`config.mk`:
```
export PLATFORM = sky130hd
export DESIGN_NAME = ws2812b_meter_level
export DESIGN_NICKNAME = d
export VERILOG_FILES = /design/src/rtl/ws2812b_meter_pkg.sv /design/src/rtl/ws2812b_meter_mul16.sv /design/src/rtl/ws2812b_meter_level.sv
export SDC_FILE = /design/constraint.sdc
export NUM_CORES = 1
export LEC_CHECK = 0
export BUFFER_PORTS_ARGS = -buffer_cell sky130_fd_sc_hd__buf_2
export CORE_ASPECT_RATIO = 0.6
export CORE_MARGIN = 2
export CORE_UTILIZATION = 55
export DETAILED_ROUTE_END_ITERATION = 10
export PLACE_DENSITY = 0.77
export RECOVER_POWER = 50
export SLEW_MARGIN = 20
export SYNTH_ARGS = -nofsm -noshare
export SYNTH_HDL_FRONTEND = slang
export SYNTH_SLANG_ARGS = --single-unit
```
`constraint.sdc`:
```
create_clock -name clk -period 9.3 [get_ports clk]
set_input_delay 0.93 -clock clk [delete_from_list [all_inputs] [get_ports clk]]
set_output_delay 0.93 -clock clk [all_outputs]
set_load 0.005 [all_outputs]
```
`src/rtl/ws2812b_meter_pkg.sv`:
```
// Shared definitions for the WS2812B level-meter blocks: FSM encoding,
// multiplier step count and the datapath widths used across the slice.
package ws2812b_meter_pkg;

   typedef enum logic [1:0] {
      IDLE   = 2'd0,
      ACCUM  = 2'd1,
      MAP    = 2'd2,
      UPDATE = 2'd3
   } meterState_t;

   localparam int MAP_STEPS = 16;
   localparam int MAG_W     = 15;
   localparam int LVL_W     = 16;
   localparam int PROD_W    = MAG_W + LVL_W;

endpackage

```
`src/rtl/ws2812b_meter_mul16.sv`:
```
// Sequential shift-add multiplier, 15x16 -> 31 bits, one multiplier bit per
// clock; done is high during the final step so the caller can leave on that edge.
module ws2812b_meter_mul16
   import ws2812b_meter_pkg::*;
(
   input  logic              clk,
   input  logic              reset_n,
   input  logic              clear,
   input  logic              start,
   input  logic [MAG_W-1:0]  multiplicand,
   input  logic [LVL_W-1:0]  multiplier,
   output logic              busy,
   output logic              done,
   output logic [PROD_W-1:0] product
);

   logic [PROD_W-1:0] mcandSh;
   logic [LVL_W-1:0]  mplierSh;
   logic [3:0]        stepCnt;

   assign done = busy && (stepCnt == 4'(MAP_STEPS - 1));

   always_ff @(posedge clk or negedge reset_n) begin
      if (!reset_n) begin
         busy     <= 1'b0;
         stepCnt  <= '0;
         mcandSh  <= '0;
         mplierSh <= '0;
         product  <= '0;
      end else if (clear) begin
         busy     <= 1'b0;
         stepCnt  <= '0;
         mcandSh  <= '0;
         mplierSh <= '0;
         product  <= '0;
      end else if (start) begin
         busy     <= 1'b1;
         stepCnt  <= '0;
         mcandSh  <= {{(PROD_W-MAG_W){1'b0}}, multiplicand};
         mplierSh <= multiplier;
         product  <= '0;
      end else if (busy) begin
         if (mplierSh[0]) begin
            product <= product + mcandSh;
         end
         mcandSh  <= mcandSh << 1;
         mplierSh <= mplierSh >> 1;
         stepCnt  <= stepCnt + 4'd1;
         if (done) begin
            busy <= 1'b0;
         end
      end
   end

endmodule

```
`src/rtl/ws2812b_meter_level.sv`:
```
// Audio level meter for a WS2812B strip: windowed peak detect, scaling to the
// LED count, attack/decay of the lit bar and a held peak marker.
module ws2812b_meter_level
   import ws2812b_meter_pkg::*;
#(
   parameter int DELAY          = 1,
   parameter int WINDOW_SAMPLES = 1024,
   parameter int DECAY_CYCLES   = 1000000,
   parameter int HOLD_CYCLES    = 50000000
)(
   input  logic              clk,
   input  logic              reset_n,
   input  logic              enable,
   input  logic              sample_valid,
   input  logic signed [15:0] sample_data,
   output logic              sample_ready,
   input  logic [15:0]       maxCount,
   output logic [15:0]       onCount,
   output logic [15:0]       peakCount,
   output logic              level_valid
);

   // A misconfigured instance never accepts samples.
   localparam bit CfgOk = (DELAY >= 0) && (WINDOW_SAMPLES >= 1) && (WINDOW_SAMPLES <= 65536);

   function automatic logic [MAG_W-1:0] magSat(input logic signed [15:0] s);
      logic signed [15:0] negS;
      negS = -s;
      if (s == 16'sh8000) return {MAG_W{1'b1}};
      if (s < 0)          return negS[MAG_W-1:0];
      return s[MAG_W-1:0];
   endfunction

   meterState_t       state, nextState;
   logic              clear, accept, lastSample, tick, holdExpired, holdRestart;
   logic [MAG_W-1:0]  sampMag, winPeak, peakWithSample;
   logic [16:0]       sampCnt;
   logic              mulStart, mulBusy, mulDone;
   logic [PROD_W-1:0] product;
   logic [LVL_W-1:0]  target, floorLvl, effFloor, onNext, peakNext;
   logic [31:0]       decayCnt, holdCnt;
   logic              unusedProdLsb;

   assign clear          = (state == IDLE) || !enable;
   assign sample_ready   = (state == ACCUM) && CfgOk;
   assign accept         = sample_valid && sample_ready;
   assign lastSample     = (sampCnt == 17'(WINDOW_SAMPLES - 1));
   assign sampMag        = magSat(sample_data);
   assign peakWithSample = (sampMag > winPeak) ? sampMag : winPeak;
   assign mulStart       = accept && lastSample;
   assign target         = product[PROD_W-1:MAG_W];
   assign unusedProdLsb  = ^product[MAG_W-1:0];
   assign tick           = (state != IDLE) && (decayCnt == 32'(DECAY_CYCLES - 1));
   assign holdExpired    = (holdCnt >= 32'(HOLD_CYCLES));

   ws2812b_meter_mul16 uMul (
      .clk          (clk),
      .reset_n      (reset_n),
      .clear        (clear),
      .start        (mulStart),
      .multiplicand (peakWithSample),
      .multiplier   (maxCount),
      .busy         (mulBusy),
      .done         (mulDone),
      .product      (product)
   );

   always_comb begin
      nextState = state;
      case (state)
         IDLE:    if (enable) nextState = ACCUM;
         ACCUM:   if (mulStart) nextState = MAP;
         MAP:     if (mulDone || !mulBusy) nextState = UPDATE;
         UPDATE:  nextState = ACCUM;
         default: nextState = IDLE;
      endcase
      if (!enable) nextState = IDLE;
   end

   // Decay first, then attack, so an attack overrides a coincident tick.
   always_comb begin
      effFloor    = (state == UPDATE) ? target : floorLvl;
      onNext      = onCount;
      peakNext    = peakCount;
      holdRestart = 1'b0;
      if (tick && (onCount > effFloor)) onNext = onCount - 16'd1;
      if ((state == UPDATE) && (target >= onCount)) onNext = target;
      if (onNext > maxCount) onNext = maxCount;
      if (onNext > peakCount) begin
         peakNext    = onNext;
         holdRestart = 1'b1;
      end else if (holdExpired && tick && (peakCount > onNext)) begin
         peakNext = peakCount - 16'd1;
      end
      if (peakNext > maxCount) peakNext = maxCount;
   end

   always_ff @(posedge clk or negedge reset_n) begin
      if (!reset_n) state <= IDLE;
      else          state <= nextState;
   end

   always_ff @(posedge clk or negedge reset_n) begin
      if (!reset_n) begin
         winPeak <= '0;
         sampCnt <= '0;
      end else if (clear) begin
         winPeak <= '0;
         sampCnt <= '0;
      end else if (accept) begin
         winPeak <= lastSample ? '0 : peakWithSample;
         sampCnt <= lastSample ? '0 : sampCnt + 17'd1;
      end
   end

   always_ff @(posedge clk or negedge reset_n) begin
      if (!reset_n) begin
         decayCnt    <= '0;
         holdCnt     <= '0;
         floorLvl    <= '0;
         onCount     <= '0;
         peakCount   <= '0;
         level_valid <= 1'b0;
      end else if (clear) begin
         decayCnt    <= '0;
         holdCnt     <= '0;
         floorLvl    <= '0;
         onCount     <= '0;
         peakCount   <= '0;
         level_valid <= 1'b0;
      end else begin
         decayCnt    <= tick ? '0 : decayCnt + 32'd1;
         holdCnt     <= holdRestart ? '0 : (holdExpired ? holdCnt : holdCnt + 32'd1);
         onCount     <= onNext;
         peakCount   <= peakNext;
         level_valid <= (state == UPDATE);
         if (state == UPDATE) floorLvl <= target;
      end
   end

endmodule

```
-- Word-level counts from Yosys, hierarchy flattened
Index checks and enable logic that the tools add are counted.
- register bits after elaboration: 230
- input port bits: 36
- add/subtract/negate cells: 8
- $lt $le $gt $ge: 9
- equality and inequality tests: 10
- mux-type cells: 52
- reductions and logical operators: 20
- operators with widths (cell ; number):
    31-bit two-way mux ; 7
    16-bit two-way mux ; 13
    32-bit two-way mux ; 5
    15-bit two-way mux ; 8
    16-bit greater-than comparator ; 5
    32-bit by 1-bit adder with 32-bit output, second input constant ; 2
    17-bit two-way mux ; 3
    32-bit by 20-bit equality test with 1-bit output, second input constant ; 1
    32-bit by 26-bit >= comparator with 1-bit output, second input constant ; 1
    16-bit by 1-bit subtractor with 16-bit output, second input constant ; 2
    31-bit adder ; 1
    17-bit by 1-bit adder with 17-bit output, second input constant ; 1
    17-bit by 10-bit equality test with 1-bit output, second input constant ; 1
    16-bit equality test, second input constant ; 1
    16-bit >= comparator ; 1
    16-bit by 1-bit < comparator with 1-bit output, second input constant ; 1
    15-bit greater-than comparator ; 1
    15-bit negation ; 1
    4-bit two-way mux ; 3
    1-bit two-way mux ; 9
    1-bit logical AND ; 8
    2-bit two-way mux ; 3
    3-bit by 2-bit != test with 1-bit output, second input constant ; 2
    2-bit one-hot mux with 3 select lines ; 1
    other kinds (12) ; 18

-- Logic depth before layout (Yosys ltp)
Gate-level depths: netlist of run 1.
- depth in word-level cells: 15
- mapped depth: 47

-- Cells and area by module
Synthesis of run 1 repeated with hierarchy kept, for this count alone.
- cell total of the unflattened synthesis: 1862
- area, all modules: 15900.2 um2
- by module, submodules not included (module ; instances ; cells each ; area each (um2) ; sequential area each (um2)):
    ws2812b_meter_level ; 1 ; 1258 ; 10662.7 ; 3678.5
    ws2812b_meter_mul16 ; 1 ; 604 ; 5237.5 ; 2077.0

-- Worst setup path after synthesis of run 1
Ideal clock, no wire load.
- kind: flip-flop to flip-flop
- start point: register state[0]
- end point: register peakCount[10]
- arrival: 9.170 ns
- slack: 0.029 ns
- cell stages (with the launch flop): 42
- buffers on the path: 10
- period minus slack after synthesis: 9.271 ns
- path through: dfrtp_1 ha_1 buf_2 buf_1 mux2i_1 ha_1 a21o_1 a21o_1 a211oi_1 clkbuf_1 a211oi_1 xnor2_1 mux2_2 ha_1 nand4_1 nor4_1 nor3_1 o31ai_1 [... 6 more ...] ha_1 a21o_1 a21o_1 a21oi_1 o21ai_0 or2_2 or3_1 clkbuf_2 buf_6 nor2_1 nor2_1 ha_1 a2111oi_0 o211ai_1 o21ai_2 nand2_1 dlygate4sd1_1 o32ai_1
- longest elaborated chain between the ends: 15
- elaborated cells between the ends (all ways): 22
- ends and longest elaborated chain (element ; line ; source):
    start: declaration ; ws2812b_meter_level.sv:34 ; meterState_t state, nextState;
    start signal: assignment ; ws2812b_meter_level.sv:100 ; else state <= nextState;
    2-bit equality test ; ws2812b_meter_level.sv:82, ws2812b_meter_level.sv:87 ;
    16-bit two-way mux ; n/a ;
    16-bit greater-than comparator ; ws2812b_meter_level.sv:86 ; if (tick && (onCount > effFloor)) onNext = onCount - 16'd1;
    1-bit logical AND ; ws2812b_meter_level.sv:86 ;
    16-bit two-way mux ; ws2812b_meter_level.sv:86 ;
    16-bit two-way mux ; ws2812b_meter_level.sv:87 ; if ((state == UPDATE) && (target >= onCount)) onNext = target;
    16-bit greater-than comparator ; ws2812b_meter_level.sv:88 ; if (onNext > maxCount) onNext = maxCount;
    16-bit two-way mux ; ws2812b_meter_level.sv:88 ;
    16-bit greater-than comparator ; ws2812b_meter_level.sv:92 ; end else if (holdExpired && tick && (peakCount > onNext)) begin
    1-bit logical AND ; ws2812b_meter_level.sv:92 ;
    16-bit two-way mux ; ws2812b_meter_level.sv:92 ;
    16-bit two-way mux ; ws2812b_meter_level.sv:89 ; if (onNext > peakCount) begin
    16-bit greater-than comparator ; ws2812b_meter_level.sv:95 ; if (peakNext > maxCount) peakNext = maxCount;
    16-bit two-way mux ; ws2812b_meter_level.sv:95 ;
    16-bit two-way mux * ; ws2812b_meter_level.sv:124 ; end else if (clear) begin
    end signal: assignment ; ws2812b_meter_level.sv:135 ; peakCount <= peakNext;
    end: declaration ; ws2812b_meter_level.sv:19 ; output logic [15:0] peakCount,
Mark *: on every way between the ends. The rest lies on a longest branch, timed or not.
A chain may end at the register's enable or synchronous reset.

-- Final worst setup path of run 1
- start point: register state[0]
- end point: register peakCount[15]
Same word-level chain as after synthesis.

==> results.ini, run 1 <==
[run_status]
status=finished with violations
violations=max-capacitance violations, max-slew violations

[timing]
final_max_slew_viol_count=273
skew_ns=0.02139
tns_ns=0
fin_crit_sh=0.9563
relSlewSlack=-2.174
tightest_slew_ns=4.761
setup_violations=0
finalHoldViolCount=0
max_freq_mhz=112.4
rsz0062_at_grt=false
fin_crit_ns=8.893

[grt]
grtUsageMet1=0.4656
met2_usage=0.4110
grt_busiest_layer=met1
gr-usage-met3=0.06054
grt_pass1_vias=12888
grt_start_max_net_pins=89
overflow=0
grtUsageTotal=0.2941
grt_first_pass_wirelength_mm=71.21
antenna_found_initial=0

[synthesis]
synth-edff-count=0
synth-simple-area-share=0.2002
syn_avg_cell_area_sq_um=8.981
synthArstFlopShare=1.000
synthXorXnorAreaFrac=0.06422
synthCells=1792
ys_seq_area_frac=0.3576
ys_warn_count=0
syn_area_sq_um=16090
ys_ff_latch=230
synth_top_family_by_area=simple AND/OR/NAND/NOR gates
synthMuxAreaShare=0.06181
synth_nets=1966
synth.distinct_cells=86
synth-main-ff-cell=dfrtp_1
synth_compound_area_frac=0.1674
synth_fa_ha_area_frac=0.1078

[critical_path]
worst-path-max-fanout=26
crit_required_ns=9.72
criticalPathCategory=register to register
slowest_delay_ns=0.41
end_kind=register
cp-start-kind=register
slowest_stage=dfrtp_1
cpMostUsedCell=ha_1
critPathArrivalTime_ns=9.32

[cells_and_area]
areaGrowthSynthToFinish_pct=10.21
fin_util=0.6166
final_nets=2019
drive_gt1_frac=0.1229

[clock_tree]
clkLatencyLatePin_ns=0.55
cts_root_buffer=clkbuf_16
cts_buffers=24
cts_sinks=230
cts_tree=done
htreeDepth=1
hold_buffers=0
clkTransAtPathRegs_ns=0.06
cts_max_path_buffers=3

[power_and_ir_drop]
p_comb_frac=0.362
power_density_nw_per_um2=185.1
leakage_nw=7.925
p_clk_frac=0.316
worst_ir_drop_vdd_mv=0.1684
p_seq_frac=0.323
p_sw_mw=1.213
power_mw=3.283
p_int_mw=2.070
power.share.switching=0.3695

[detailed_routing]
ant_nets=0
drtPass1Iterations=5
viasPerCell=6.289
via_count=14081
drcViolationCount=0
drt-total-wl_mm=45.42
drt_iter0_drc=1505
routedWlPerCell_um=20.29

[floorplan]
design.core.area_sq_um=28770
fp.dieArea_sq_um=30690
die_h_um=136.5
start_util=0.5595
die_w_um=224.8
std_cell_rows=48
io_pins=70

[flow_run]
maxCapViolCount=4

[placement]
numPortBuffers=69
gp_congestion=0.9916
detailed_place_hpwl_mm=33.73

[min_path]
hold_path.class=register to register

## cell usage in the layout, fill, tap and decap left out, drive strengths merged, types with 38 or more instances in the layout
cell,netlist,routed
ha,137,137
nand4,52,52
a21oi,128,128
nand2,140,140
clkbuf,49,44
xnor2,67,67
inv,75,76
mux2i,69,69
and3,38,38
xor2,51,51
buf,25,96
o21ai,91,91
nand3,59,59
dfrtp,230,230
nor2,220,220
## per-stage QoR
step	worst slack (ns)	hold slack (ns)	instance area (sq um)	instances
6_report	0.4066	0.4910	17740	2239
4_1_cts	0.1899	0.4069	17640	2233
5_1_grt	0.01025	0.5280	17730	2238
3_5_place_dp	0.2091	0.4842	16790	2189
3_3_place_gp	0.2934	0.4658	16790	2189
2_1_floorplan	0.02945	0.4479	16090	1792
## metal layers
metal  routed length (um)  up-vias
met5                    0        -
met4                  756        0
met3                 4038       59
met2                18290      578
met1                22330     6848
li1                     -     6596
## cell type report
type	count	area, sq um
repair buffers	105	610.6
well taps	375	469.2
flip-flops and latches	230	5757
multi-input cells	1409	9772
inverters	75	281.5
clock buffers	35	701.9
diodes	1	2.502
clock inverters	9	142.6
fillers	2451	11030
## flip-flops by register name, summed over array words and instances (netlist names)
signal / flops
sampCnt: 17
level_valid: 1
floorLvl: 16
uMul.mplierSh: 16
uMul.stepCnt: 4
decayCnt: 32
peakCount: 16
uMul.product: 31
winPeak: 15
onCount: 16
uMul.mcandSh: 31
uMul.busy: 1
holdCnt: 32
state: 2
## cell families (layout without fill, tap and decap cells)
| logic type | count (synthesis) | in the layout |
|---|---|---|
| adders and majority gates | 138 | 138 |
| muxes | 96 | 96 |
| and+or+nand+nor | 644 | 644 |
| buffers and inverters | 153 | 224 |
| xor gates and xnor gates | 118 | 118 |
| other | 0 | 1 |
| DFF | 230 | 230 |
| AOI/OAI and AO/OA | 413 | 413 |
## final timing paths
path | startpoint | endpoint | slack, ns | depth (start not counted)
max | state[0] | peakCount[15] | 0.41 | 38
min | decayCnt[0] | decayCnt[0] | 0.49 | 1
max reg2reg | state[0] | peakCount[15] | 0.41 | 38
min reg2reg | decayCnt[0] | decayCnt[0] | 0.49 | 1
max in group asynchronous | reset_n | uMul.busy | 3.45 | 2
min in group asynchronous | reset_n | holdCnt[13] | 2.10 | 1
## cells in the mapped netlist (all sizes together) (4+ instances only)
cell type,count,area share
a2111oi,5,0.0033
a211oi,32,0.015
a21o,28,0.013
a21oi,128,0.041
a22o,16,0.0087
a2bb2oi,9,0.0049
a31oi,7,0.0027
and2,11,0.0043
and3,38,0.015
and4,6,0.0034
buf,25,0.0098
clkbuf,49,0.012
dfrtp,230,0.36
ha,137,0.11
inv,75,0.017
mux2,27,0.019
mux2i,69,0.043
nand2,140,0.034
nand2b,6,0.0023
nand3,59,0.018
nand4,52,0.021
nor2,220,0.051
nor2b,16,0.0062
nor3,25,0.0087
nor3b,12,0.0056
nor4,21,0.012
o211ai,8,0.0037
o21a,18,0.0084
o21ai,91,0.029
o21bai,4,0.0019
o22ai,7,0.0027
o2bb2ai,12,0.0065
o31ai,5,0.0023
o32ai,18,0.011
or2,6,0.0023
or3,15,0.0061
or3b,4,0.0022
or4,5,0.0023
xnor2,67,0.036
xor2,51,0.028
## worst max-delay path: cells and delay by family (launching register included)
| kind | cells | cell delay [ns] |
|---|---|---|
| adder cells (fa/ha/maj) | 5 | 1.41 |
| XOR/XNOR | 1 | 0.17 |
| buffers and inverters | 5 | 1.11 |
| flip-flops | 1 | 0.41 |
| multiplexers | 3 | 0.76 |
| AND/OR/NAND/NOR | 15 | 3.01 |
| AO/OA/AOI/OAI | 9 | 1.89 |
## power by group through the flow
| stage | clock network, mW | registers, mW | logic [mW] |
|---|---|---|---|
| floorplan | 0 | 1.07 | 0.791 |
| global placement | 0 | 1.08 | 1.13 |
| detailed placement | 0 | 1.08 | 1.12 |
| CTS | 1.05 | 1.06 | 1.13 |
| global route | 1.10 | 1.06 | 1.29 |
| finish | 1.04 | 1.06 | 1.19 |
## repair_timing
action / in CTS / in global routing
setup endpoints to repair: 0 / 16
setup buffers: 0 / 5
resized for setup: 0 / 17
Note: power is estimated with default switching activity, not from simulation.
==> run 2: changes to the inputs <==
- ABC_AREA: not set -> 1
==> results.ini, run 2 <==
[critical_path]
rrSetupSlack_ns=0.71  ; +0.30 ns
rr_startpoint=state[0]
crit_required_ns=9.76  ; +0.04 ns
cp-start-kind=register
r2r-end=peakCount[5]
worst-path-max-fanout=26  ; unchanged
slowest_delay_ns=0.57  ; +0.16 ns
end_kind=register
slowest_stage=ha_2
r2r_cells=43  ; +13%
path_buf_inv=3  ; -2
worst_path_dominant_cell_family=simple AND/OR/NAND/NOR gates
criticalPathCategory=register to register
cpMostUsedCell=nand2_1
critPathArrivalTime_ns=9.05  ; -0.27 ns

[floorplan]
die_w_um=231.0  ; +2.8%
start_util=0.5639  ; +0.004424
design.core.area_sq_um=30160  ; +4.9%
die_h_um=140.2  ; +2.7%
std_cell_rows=49  ; +2.1%
io_pins=70  ; unchanged
fp.dieArea_sq_um=32390  ; +5.5%

[cells_and_area]
n_antenna_cell=0  ; -1
fillerInstances=2766  ; +13%
areaGrowthSynthToFinish_pct=8.298
layout_common_cells=nand2_1 (577), nor2_1 (245), inv_1 (243), dfrtp_1 (230), a21oi_1 (159)
top_regs=decayCnt: 32 flops, holdCnt: 32 flops
final_nets=2571  ; +27%
layout_commonest_cell=nand2_1
drive_gt1_frac=0.09664  ; -0.02628
final_area_sq_um=18420  ; +3.9%

[power_and_ir_drop]
worst_ir_drop_vdd_mv=0.3588  ; +110%
power.share.switching=0.4746  ; +0.1051
p_int_mw=2.232  ; +7.8%
p_clk_frac=0.245  ; -0.071
p_seq_frac=0.265  ; -0.058
p_comb_frac=0.490  ; +0.128
leakage_nw=9.161  ; +16%
p_sw_mw=2.016  ; +66%
power_density_nw_per_um2=230.6  ; +25%

[synthesis]
synth-edff-count=0  ; unchanged
synthDominantCellAreaShare=0.3384  ; -0.01923
synthTopCellsByCount=nand2_1 (578), nor2_1 (245), inv_1 (242)
synth-main-ff-cell=dfrtp_1
synth_nets=2536  ; +29%
synth_top_area_cell=dfrtp_1
ys_warn_count=0  ; unchanged
synthArstFlopShare=1.000  ; unchanged
yosysMostFrequentCell=nand2_1
synthCells=2362  ; +32%
ys_top_cells_by_area=dfrtp_1 (34%), nand2_1 (13%), ha_1 (10%)
syn_area_sq_um=17010  ; +5.7%
synth.distinct_cells=57  ; -34%
ys_seq_area_frac=0.3384  ; -0.01923
syn_avg_cell_area_sq_um=7.201  ; -20%
ys_ff_latch=230  ; unchanged

[detailed_routing]
drt_iter0_drc=2042  ; +36%
viasPerCell=5.852  ; -6.9%
ant_nets=0  ; unchanged
drcViolationCount=0  ; unchanged
drtPass1Iterations=6  ; +1
via_count=16497  ; +17%
drt-total-wl_mm=52.08  ; +15%
routedWlPerCell_um=18.47  ; -8.9%

[placement]
detailed_place_hpwl_mm=39.91  ; +18%
place_ws_ns=0.1780  ; -0.03111 ns
gp_congestion=1.035  ; +4.4%
numPortBuffers=69  ; unchanged
dpl_cell_area_sq_um=17600  ; +4.8%

[timing]
tightest_slew_ns=4.746  ; -0.01504 ns
relSlewSlack=-2.164  ; +0.01003
finalHoldViolCount=0  ; unchanged
rsz0062_at_grt=false
fin_crit_sh=0.9239  ; -0.03242
max_freq_mhz=116.4  ; +3.5%
skew_ns=0.01562  ; -0.005776 ns
setup_slack_ns=0.7081  ; +0.3015 ns
fin_crit_ns=8.592  ; -0.3015 ns
final_max_slew_viol_count=279  ; +2.2%
tns_ns=0  ; unchanged
setup_violations=0  ; unchanged

[clock_tree]
hold_buffers=0  ; unchanged
cts_tree=done
clkLatencyLatePin_ns=0.54  ; about the same
cts_sinks=230  ; unchanged
cts_buffers=23  ; -4.2%
clkTransAtPathRegs_ns=0.07  ; about the same
htreeDepth=1  ; unchanged
cts_root_buffer=clkbuf_16
cts_max_path_buffers=3  ; unchanged

[grt]
grt_pass1_vias=14738  ; +14%
antenna_found_initial=0  ; unchanged
grt_start_max_net_pins=83  ; -6.7%
grtUsageTotal=0.3212  ; +0.02715
grt_first_pass_wirelength_mm=82.16  ; +15%
overflow=0  ; unchanged

[flow_run]
maxCapViolCount=4  ; unchanged

[min_path]
min_to=decayCnt[0]
hold_path.class=register to register
hold_depth=1  ; unchanged
hp-start=decayCnt[0]

[run_status]
status=finished with violations
violations=max-capacitance violations, max-slew violations

## run 2: final cells by class
type,instances,area [sq um],area share
clock inverter,12,205.2,0.01114
clock buffer,27,620.6,0.03369
timing repair buffer,74,375.4,0.02038
sequential,230,5756,0.3125
inverter,276,1039,0.05638
tap,408,510.5,0.02771
multi-input combinational,1792,9915,0.5382
## run 2: power by group through the flow
stage                     logic [mW]  registers, mW  clock network (mW)
after floorplan                 1.48           1.10                   0
after global placement          1.94           1.14                   0
after detailed placement        1.98           1.14                   0
after CTS                       1.99           1.12                1.05
after global routing            2.26           1.13                1.10
final                           2.08           1.13                1.04
## run 2: worst register-to-register path, delay by kind of cell (launching register included)
kind                       cells  cell delay (ns)
and+or+nand+nor               26             4.29
adders and majority gates      5             1.78
AOI/OAI and AO/OA              9             1.18
buffers and inverters          3             0.84
DFF                            1             0.42
## run 2: kinds of logic (layout without fill, tap and decap cells)
kind of cell	after synthesis	in the layout	share of synthesized area
AND/OR/NAND/NOR	1204	1204	0.3225
flip-flops	230	230	0.3384
adder cells (fa/ha/maj)	138	138	0.1020
AO/OA/AOI/OAI	378	378	0.1199
buffers and inverters	340	389	0.07959
XOR/XNOR	64	64	0.03296
multiplexers	8	8	0.004708
## run 2: per-stage QoR
step	hold WS (ns)	utilization	power, mW	cells
6_report	0.4730	0.6107	4.247	2819
5_1_grt	0.5006	0.6107	4.487	2819
4_1_cts	0.4078	0.6108	4.165	2819
3_5_place_dp	0.4617	0.5834	3.114	2780
3_3_place_gp	0.4531	0.5834	3.076	2780
2_1_floorplan	0.4329	-	2.587	2362
## run 2: what timing repair did
item	CTS	global route
endpoints found under the setup margin	0	16
gates resized for setup	0	4
setup buffers	0	0
## run 2: worst max-delay path by stage
stage | startpoint | endpoint | cells after the start | slack, ns
2_1_floorplan | state[0] | peakCount[10] | 49 | 2.37
6_report | state[0] | peakCount[5] | 43 | 0.71
4_1_cts | state[0] | peakCount[6] | 44 | 0.11
3_3_place_gp | state[0] | peakCount[15] | 45 | 0.45
5_1_grt | state[0] | peakCount[5] | 44 | 0.07
3_5_place_dp | state[0] | peakCount[6] | 44 | 0.18
## run 2: layer usage
layer / global-route usage / wire, um / up-vias
li1: - / - / 7860
met2: 0.4146 / 19380 / 835
met1: 0.5225 / 25450 / 7739
met3: 0.09670 / 6467 / 63
met5: 0 / 0 / -
met4: 0.04720 / 768 / 0
